`config.mk`:
```
export PLATFORM = sky130hd
export DESIGN_NAME = conv_frame_writer
export DESIGN_NICKNAME = d
export VERILOG_FILES = /design/src/rtl/conv_frame_writer.sv
export SDC_FILE = /design/constraint.sdc
export NUM_CORES = 1
export LEC_CHECK = 0
export ABC_AREA = 1
export BUFFER_PORTS_ARGS = -buffer_cell sky130_fd_sc_hd__buf_2
export CORE_MARGIN = 2
export CORE_UTILIZATION = 58
export CTS_CLUSTER_SIZE = 14
export DETAILED_ROUTE_END_ITERATION = 10
export PLACE_DENSITY = 0.8
export SYNTH_ARGS = -nofsm -noshare
export SYNTH_HDL_FRONTEND = slang
export SYNTH_SLANG_ARGS = --single-unit
```
`constraint.sdc`:
```
create_clock -name clk -period 3.2 [get_ports clk]
set_clock_uncertainty 0.2 [all_clocks]
set_input_delay 0.32 -clock clk [delete_from_list [all_inputs] [get_ports clk]]
set_output_delay 0.32 -clock clk [all_outputs]
set_load 0.1 [all_outputs]
```
`src/rtl/conv_frame_writer.sv`:
```
// Captures one frame of convolution output and streams it to memory through a
// small holding FIFO; pixels arriving while the FIFO is full are counted but dropped.
//
// state   | meaning
// IDLE    | waiting for start, pixels ignored, frame results held
// CAPTURE | accepting valid pixels, writing FIFO head to memory
// DRAIN   | frame fully accepted, emptying FIFO to memory
// DONE    | one-cycle frame_done pulse, then IDLE
module conv_frame_writer #(
  parameter int          WORD_SIZE  = 8,
  parameter int          OUT_COLS   = 538,
  parameter int          OUT_ROWS   = 538,
  parameter int          FIFO_DEPTH = 8,
  parameter int          ADDR_WIDTH = 20,
  parameter int unsigned BASE_ADDR  = 0
) (
  input  logic                                    clk,
  input  logic                                    rst,
  input  logic                                    start,
  input  logic [WORD_SIZE-1:0]                    pixel_in,
  input  logic [1:0]                              pixel_valid,
  output logic                                    mem_we,
  output logic [ADDR_WIDTH-1:0]                   mem_addr,
  output logic [WORD_SIZE-1:0]                    mem_data,
  input  logic                                    mem_ready,
  output logic                                    busy,
  output logic                                    frame_done,
  output logic                                    overflow,
  output logic [$clog2(OUT_COLS*OUT_ROWS+1)-1:0]  pixel_count
);

  localparam int TOTAL = OUT_COLS * OUT_ROWS;
  localparam int CW    = $clog2(TOTAL + 1);
  localparam int PW    = $clog2(FIFO_DEPTH);

  localparam logic [CW-1:0]         TOTAL_C = CW'(TOTAL);
  localparam logic [PW:0]           DEPTH_C = (PW+1)'(FIFO_DEPTH);
  localparam logic [ADDR_WIDTH-1:0] BASE_C  = ADDR_WIDTH'(BASE_ADDR);

  localparam logic [1:0] IDLE    = 2'd0;
  localparam logic [1:0] CAPTURE = 2'd1;
  localparam logic [1:0] DRAIN   = 2'd2;
  localparam logic [1:0] DONE    = 2'd3;

  logic [1:0]            state_q, state_d;
  logic [WORD_SIZE-1:0]  fifo_q [FIFO_DEPTH];
  logic [WORD_SIZE-1:0]  fifo_d [FIFO_DEPTH];
  logic [PW-1:0]         wr_ptr_q, wr_ptr_d;
  logic [PW-1:0]         rd_ptr_q, rd_ptr_d;
  logic [PW:0]           cnt_q, cnt_d;
  logic [ADDR_WIDTH-1:0] addr_q, addr_d;
  logic [CW-1:0]         pcount_q, pcount_d;
  logic                  ovf_q, ovf_d;

  logic                  active;
  logic                  fifo_empty;
  logic                  fifo_full;
  logic                  pop;
  logic                  accept;
  logic                  push;
  logic [CW-1:0]         pcount_inc;

  always_comb begin
    active     = (state_q == CAPTURE) || (state_q == DRAIN);
    fifo_empty = (cnt_q == '0);
    fifo_full  = (cnt_q == DEPTH_C);
    pop        = active && !fifo_empty && mem_ready;
    accept     = (state_q == CAPTURE) && (|pixel_valid);
    // A full FIFO still takes the pixel when the head leaves in the same cycle.
    push       = accept && (!fifo_full || pop);
    pcount_inc = pcount_q + CW'(1);
  end

  always_comb begin
    state_d  = state_q;
    pcount_d = pcount_q;
    addr_d   = addr_q;
    ovf_d    = ovf_q;
    wr_ptr_d = wr_ptr_q;
    rd_ptr_d = rd_ptr_q;
    cnt_d    = cnt_q;
    fifo_d   = fifo_q;

    case (state_q)
      IDLE: begin
        if (start) begin
          state_d  = CAPTURE;
          pcount_d = '0;
          addr_d   = BASE_C;
          ovf_d    = 1'b0;
        end
      end
      CAPTURE: begin
        if (accept) begin
          pcount_d = pcount_inc;
          if (!push) begin
            ovf_d = 1'b1;
          end
          if (pcount_inc == TOTAL_C) begin
            state_d = DRAIN;
          end
        end
      end
      DRAIN: begin
        if (fifo_empty) begin
          state_d = DONE;
        end
      end
      DONE: begin
        state_d = IDLE;
      end
      default: begin
        state_d = IDLE;
      end
    endcase

    if (pop) begin
      rd_ptr_d = rd_ptr_q + PW'(1);
      addr_d   = addr_q + ADDR_WIDTH'(1);
    end

    if (push) begin
      fifo_d[wr_ptr_q] = pixel_in;
      wr_ptr_d         = wr_ptr_q + PW'(1);
    end

    case ({push, pop})
      2'b10:   cnt_d = cnt_q + (PW+1)'(1);
      2'b01:   cnt_d = cnt_q - (PW+1)'(1);
      default: cnt_d = cnt_q;
    endcase
  end

  always_ff @(posedge clk) begin
    if (rst) begin
      state_q  <= IDLE;
      wr_ptr_q <= '0;
      rd_ptr_q <= '0;
      cnt_q    <= '0;
      addr_q   <= BASE_C;
      pcount_q <= '0;
      ovf_q    <= 1'b0;
    end else begin
      state_q  <= state_d;
      wr_ptr_q <= wr_ptr_d;
      rd_ptr_q <= rd_ptr_d;
      cnt_q    <= cnt_d;
      addr_q   <= addr_d;
      pcount_q <= pcount_d;
      ovf_q    <= ovf_d;
    end
  end

  // Storage needs no reset; occupancy is tracked by the pointers and count.
  always_ff @(posedge clk) begin
    fifo_q <= fifo_d;
  end

  always_comb begin
    mem_we      = active && !fifo_empty;
    mem_addr    = addr_q;
    mem_data    = mem_we ? fifo_q[rd_ptr_q] : '0;
    busy        = active;
    frame_done  = (state_q == DONE);
    overflow    = ovf_q;
    pixel_count = pcount_q;
  end

endmodule

```
== After elaboration in Yosys (flattened, before gate mapping) ==
Index checks and enable logic that the tools add are counted.

* Bits in registers: 116
* Bits of input ports: 14
* Output and inout port bits: 51
* Word-level logic and storage cells: 81

* Add/subtract/negate cells: 6
* Magnitude comparators: 3
* Eq/ne operators: 12
* Muxes and demuxes: 23
* Bitwise gates (word level): 2
* Reductions and logical operators: 20

{| class="wikitable"
|+ Operators by type and width
! kind !! count
|-
| 64-bit bitwise mux || 1
|-
| 20-bit two-way mux || 3
|-
| 19-bit two-way mux || 2
|-
| 19-bit case mux with 2 select lines || 1
|-
| 8-bit two-way mux || 4
|-
| 8-bit binary-select mux with 3-bit select || 1
|-
| 8-bit demux with 3-bit select || 1
|-
| 20-bit by 1-bit adder with 20-bit output, second input constant || 1
|-
| 19-bit by 1-bit adder with 19-bit output, second input constant || 1
|-
| 19-bit equality test, second input constant || 1
|-
| 4-bit greater-or-equal comparator, second input constant || 2
|-
| 2-bit two-way mux || 4
|-
| 2-bit inequality test, second input constant || 4
|-
| 3-bit NOT with 4-bit output || 2
|-
| 2-bit case mux with 4 select lines || 1
|-
| 4-bit case mux with 2 select lines || 1
|-
| 4-bit AND reduction || 2
|-
| 2-bit nonzero test || 4
|-
| 3-bit by 1-bit adder with 3-bit output, second input constant || 2
|-
| 2-bit equality test, second input constant || 3
|-
| 1-bit logical AND || 5
|-
| 4-bit by 1-bit adder with 4-bit output, second input constant || 1
|-
| 2-bit by 1-bit equality test with 1-bit output, second input constant || 2
|-
| 4-bit equality test, second input constant || 1
|-
| other kinds (12) || 16
|}

== Longest topological paths before layout ==
Gate-level depths: netlist of run 1.

* Depth in word-level cells: 9
* Gate-level depth with buffers: 15
* Gate-level depth less buffers: 15

== Worst setup path after synthesis of run 1 ==
Ideal clock, no wire load.

* Path kind: flip-flop to output port
* From: register state_q[0]
* To: output port mem_data[0]
* Arrival time: 5,097 ps
* Data required time: 2,680 ps
* Slack: -2,417 ps
* Cell stages (with the launch flop): 7
* Buffers on the path: 0
* Path through: dfxtp_1 > inv_1 > ha_1 > inv_1 > a31oi_1 > o21ai_0 > a31oi_1

* Word-level cells in the longest chain between the ends: 4
* Elaborated cells on any way between the ends: 5
* Classes of those cells: 2 x eq/ne; 1 x mux; 2 x reduce/logical

{| class="wikitable"
|+ RTL lines
! what !! RTL line !! text
|-
| start: declaration || 45 || <nowiki>logic [1:0] state_q, state_d;</nowiki>
|-
| start signal: assignment || 144 || <nowiki>state_q <= state_d;</nowiki>
|-
| 2-bit by 1-bit equality test with 1-bit output / 2-bit equality test (equally long branches) || 64 || <nowiki>active = (state_q == CAPTURE) || (state_q == DRAIN);</nowiki>
|-
| 1-bit logical OR (*) || 64 ||
|-
| net busy || 26 || <nowiki>output logic busy,</nowiki>
|-
| 1-bit logical AND (*) || 160 || <nowiki>mem_we = active && !fifo_empty;</nowiki>
|-
| net mem_we || 22 || <nowiki>output logic mem_we,</nowiki>
|-
| 8-bit two-way mux (*) || 162 || <nowiki>mem_data = mem_we ? fifo_q[rd_ptr_q] : '0;</nowiki>
|-
| end: declaration || 24 || <nowiki>output logic [WORD_SIZE-1:0] mem_data,</nowiki>
|}

The timed path passes the listed nets; every way through them passes the cells marked *.

== Worst setup path after layout of run 1 ==
* From: register state_q[0]
* To: output port mem_data[7]

* Word-level cells in the longest chain between the ends: 4
* Elaborated cells on any way between the ends: 5
* Classes of those cells: 2 x eq/ne; 1 x mux; 2 x reduce/logical

{| class="wikitable"
|+ RTL lines
! what !! RTL line
|-
| 2-bit by 1-bit equality test with 1-bit output / 2-bit equality test (equally long branches) || 64
|-
| 1-bit logical OR (*) || 64
|-
| 1-bit logical AND (*) || 160
|-
| 8-bit two-way mux (*) || 162
|}

Mark *: on every way between the ends. The rest lies on a longest branch, timed or not.

==> results of run 1 <==
-- flip-flops by register name, summed over array words and instances (netlist names) --
signal / cells
overflow: 1
fifo_q: 64
rd_ptr_q: 3
state_q: 2
wr_ptr_q: 3
cnt_q: 4
pixel_count: 19
mem_addr: 20
-- power groups by stage --
stage               Sequential [mW]  Combinational (mW)  Clock (mW)
detailed placement             1.77                1.83           0
finish                         1.74                1.85        1.78
CTS                            1.74                1.85        1.80
global route                   1.75                2.00        1.86
global placement               1.76                1.79           0
floorplan                      1.86                1.41           0
-- logic make-up (layout without fill, tap and decap cells) --
| group | count (synthesis) | after routing | synth area share [%] |
|---|---|---|---|
| and+or+nand+nor | 282 | 282 | 23.00 |
| AOI/OAI and AO/OA | 144 | 144 | 14.51 |
| DFF | 116 | 116 | 53.93 |
| buffers and inverters | 71 | 172 | 5.101 |
| adders and majority gates | 11 | 11 | 2.505 |
| xor gates and xnor gates | 6 | 6 | 0.9565 |
-- per-stage QoR --
stage	setup TNS [ps]	hold WS, ps
final	0	98.52
after global routing	0	116.2
after CTS	0	84.45
after detailed placement	0	273.8
after global placement	0	265.5
after floorplan	-31.77	218.9
-- metal layers --
metal / vias up / wire length (µm) / track usage (%)
li1: 2341 / - / -
met1: 2214 / 5338 / 32.93
met5: - / 0 / 0
met4: 0 / 259 / 11.02
met3: 29 / 755 / 6.418
met2: 160 / 6293 / 42.69
-- critical path, cell delays in order, from the launching register on --
cell     delay, ps
dfxtp_1        380
inv_1          110
ha_4           290
inv_1           70
a31oi_4        290
o21ai_0        230
a31oi_4        200
buf_2          440
-- Yosys cell counts, types with 6 or more instances --
cell	n	area share, %
edfxtp_1	64	35
ha_1	11	2.5
o22ai_1	8	0.91
inv_2	6	0.41
inv_1	41	2.8
nand2_1	122	8.3
nand3b_1	7	0.96
nor2_1	90	6.1
o21ai_0	60	5.5
nand4_1	10	1.1
nor2_2	7	0.80
nand2_2	7	0.80
nand3_1	23	2.1
a31oi_1	9	1.0
a21oi_1	49	4.5
clkbuf_1	15	1.0
dfxtp_1	52	19
-- path summary, 6_finish.rpt --
check,start,to,slack (ps),cells after the start
setup reg to reg,state_q[0],cnt_q[3],500,13
hold reg to reg,mem_addr[18],mem_addr[18],280,2
setup / recovery,state_q[0],mem_data[7],140,7
hold / removal,rst,cnt_q[0],100,3
-- repair_timing --
| item | 4_1_cts | 5_1_grt |
|---|---|---|
| endpoints found under the setup margin | 0 | 0 |
| hold buffers | 9 | 0 |
| hold endpoints to repair | 65 | 0 |
| buffers inserted | 0 | 0 |
-- layout make-up --
cell class                 count  share of cell area [%]
sequential                   116                   43.66
multi-input combinational    443                   35.34
timing repair buffer          88                   7.706
clock buffer                  17                   6.103
inverter                      52                   2.913
clock inverter                15                   2.231
tap                          111                   2.046
==> qor.txt, run 1 <==
worst path required time = 2680 ps
largest net degree at the start of global routing = 34
Hold Vio Cnt, Final = 0
CP Max Fanout = 9
Power, Total = 5.364 mW
Reg clk slew, reported paths = 60 ps
register area share after synthesis = 53.93%
chip width = 101.3 µm
Internal Power = 3.153 mW
clock latency on the worst-skew pair = 520 ps
dominant synthesized flop cell = edfxtp_1
# port buffers = 64
P_sw = 2.211 mW
worst endpoint data arrival time = 2540 ps
Setup violations, final = 0
CTS H-tree lvls = 4
Starting Density = 59.74%
residual DRC count = 0
crit path capture type = primary output
Finished Core Util = 73.80%
mean post-synth cell area = 8.721 µm²
Remaining Overflow, GRT = 0
GRT Overall Usage = 25.99%
CP Launch Type = flop
number of global-route vias before repair = 4480
ys async rst share = 0%
clock network power share = 33.2%
CTS tree = done
Power per Cell Area = 790.4 nW/µm²
GP Congestion = 0.9303
Tmin final = 3060 ps
worst setup margin = 139.9 ps
minimum setup slack after placement = 525.9 ps
CTS Buf Count = 17
drt wl/cell = 15.02 µm
final non-filler cell total = 842
Post-Syn Nets = 655
layout cells sized above 1 = 21.34%
Area Growth Syn to Fin = 23.53%
Root Buffer = clkbuf_8
hpwl dp = 8558 µm
Slew HR = 52.56%
drt via density = 5.634
status = finished clean
maxcap violations = 0
Final Cell Area = 6787 µm²
Flop pwr share = 32.4%
dpl cell area = 6131 µm²
first-pass GRT wire length = 20680 µm
RSZ-0062 raised after global routing = no
fmax = 326.8 MHz
Vias = 4744
switching part of the total = 41.22%
Slew Limit Fails = 0
VDD IR-drop max = 0.7404 mV
area of the multi-input gates = 2399 µm²
Synth Register Bits = 116
commonest non-fill, non-tap cell in the layout = nand2_1
register area = 2963 µm²
most frequent cells in the layout = nand2_1, nor2_1, edfxtp_1, buf_2, o21ai_0
mapped cell area = 5494 µm²
EDFF count, synth = 64
HP Class = in -> reg
I/O pins = 65
placed cell count = 801
die area = 10270 µm²
Final nets = 743
Vert. Die Dim = 101.3 µm
WL final = 12650 µm
DR pass1 iterations = 4
Syn Inst Count = 630
Antenna Diode Count = 0
CTS resizes = 0
CTS Buffer Depth = 2
post-route ant nets = 0
Placement Rows = 35
Synth Warn # = 0
Final Cycle Share = 95.63%
Fillers = 659
Tightest Pin Transition = 710.8 ps
combinational fraction of design power = 34.4%
Core ar. = 9196 µm²
Num Clock Sinks = 116
CP Class = reg -> out
DRT iter0 DRCs = 236
post-synth cell types = 42
Static Leak = 2.532 nW
initial antenna violation count = 0
Power figures use the tool's default switching activity.
==> run 2: changes to the inputs <==
--- a/config.mk
+++ b/config.mk
@@ -6,7 +6,7 @@
 export NUM_CORES = 1
 export LEC_CHECK = 0
 export ABC_AREA = 1
-export BUFFER_PORTS_ARGS = -buffer_cell sky130_fd_sc_hd__buf_2
+export BUFFER_PORTS_ARGS = -buffer_cell sky130_fd_sc_hd__buf_4
 export CORE_MARGIN = 2
 export CORE_UTILIZATION = 58
 export CTS_CLUSTER_SIZE = 14
==> qor.txt, run 2 (synthesis gave the netlist of run 1 again) <==
max FFs per register = 64
CP Max Fanout = 9
HP Class = in -> reg
hpwl dp = 8572 µm
CTS Buf Count = 17
setup tns final = 0 ps
Slew HR = 52.74%
Final Cycle Share = 93.42%
chip width = 101.3 µm
Area Growth Syn to Fin = 26.44%
drt via density = 5.677
Starting Density = 59.74%
I/O pins = 65
worst endpoint data arrival time = 2470 ps
CP Launch Type = flop
Tmin final = 2989 ps
Finished Core Util = 75.54%
WL final = 13020 µm
Static Leak = 2.531 nW
Final nets = 740
Hold Vio Cnt, Final = 0
GP Congestion = 0.9251
Power, Total = 5.477 mW
Vias = 4763
worst hold slack = 157.5 ps
clock latency on the worst-skew pair = 510 ps
Vert. Die Dim = 101.3 µm
Core ar. = 9196 µm²
DR pass1 iterations = 6
RSZ-0062 raised after global routing = no
maxcap violations = 0
CTS resizes = 0
Antenna Diode Count = 0
Placement Rows = 35
reg-to-reg slack, setup = 390 ps
# port buffers = 64
CTS tree = done
Crit Reg-Reg Startpoint = state_q[0]
most frequent cells in the layout = nand2_1, nor2_1, buf_4, edfxtp_1, o21ai_0
Setup violations, final = 0
largest net degree at the start of global routing = 34
post-route ant nets = 0
CP Class = reg -> out
CP Launch Point = state_q[0]
met2 usage = 46.15%
final non-filler cell total = 839
status = finished clean
Remaining Overflow, GRT = 0
CTS Buffer Depth = 2
GRT Overall Usage = 26.48%
number of global-route vias before repair = 4458
Final Cell Area = 6947 µm²
Slew Limit Fails = 0
fmax = 334.5 MHz
Tightest Pin Transition = 706.3 ps
dpl cell area = 6261 µm²
worst setup margin = 210.6 ps
CTS H-tree lvls = 4
grt peak-use layer = met2
die area = 10270 µm²
worst hold start = mem_ready
grt met1 use = 32.84%
DRT iter0 DRCs = 327
residual DRC count = 0
minimum setup slack after placement = 482.1 ps
placed cell count = 797
Num Clock Sinks = 116
worst r2r path cells = 13
Largest Register = fifo_q
hold path cells = 4
Reg clk slew, reported paths = 60 ps
global-route track usage on met3 = 6.418%
initial antenna violation count = 0
layout cells sized above 1 = 20.74%
Root Buffer = clkbuf_8
Power per Cell Area = 788.4 nW/µm²
commonest non-fill, non-tap cell in the layout = nand2_1
worst path required time = 2680 ps
VDD IR-drop max = 0.7313 mV
first-pass GRT wire length = 20980 µm
drt wl/cell = 15.52 µm
crit path capture type = primary output
-- run 2: timing repair --
item,CTS,global route
setup buffers,0,0
hold buffers,10,0
endpoints found under the hold margin,66,0
-- run 2: final cells by class --
class                           count  area, µm²
Inverter                           52      197.7
Sequential cell                   116       2963
Clock buffer                       20      467.9
Fill cell                         630       2250
Tap cell                          111      138.9
Clock inverter                     12      117.6
Multi-Input combinational cell    443       2399
Timing Repair Buffer               85      663.1
-- run 2: worst max-delay path, stage by stage (launching register included) --
cell and delay (ps):
dfxtp_1 400, inv_1 120, ha_4 290, inv_1 80, a31oi_4 290, o21ai_0 270, a31oi_4 200, buf_4 310
-- run 2: per-layer routing --
metal	vias up	share of wire, %
li1	2335	-
met4	0	1.4
met1	2205	42
met2	203	50
met3	20	6.3
met5	-	0
-- run 2: report_power, final --
group	switching, mW	internal, mW	leakage, nW
combinational	1.44	0.478	1.26
sequential	0.0707	1.67	0.997
clock	0.691	1.13	0.274
-- run 2: path summary, 6_finish.rpt --
kind,end
worst min register to register,mem_addr[19]
worst max register to register,cnt_q[3]
worst max-delay path,mem_data[7]
worst min-delay path,rd_ptr_q[1]
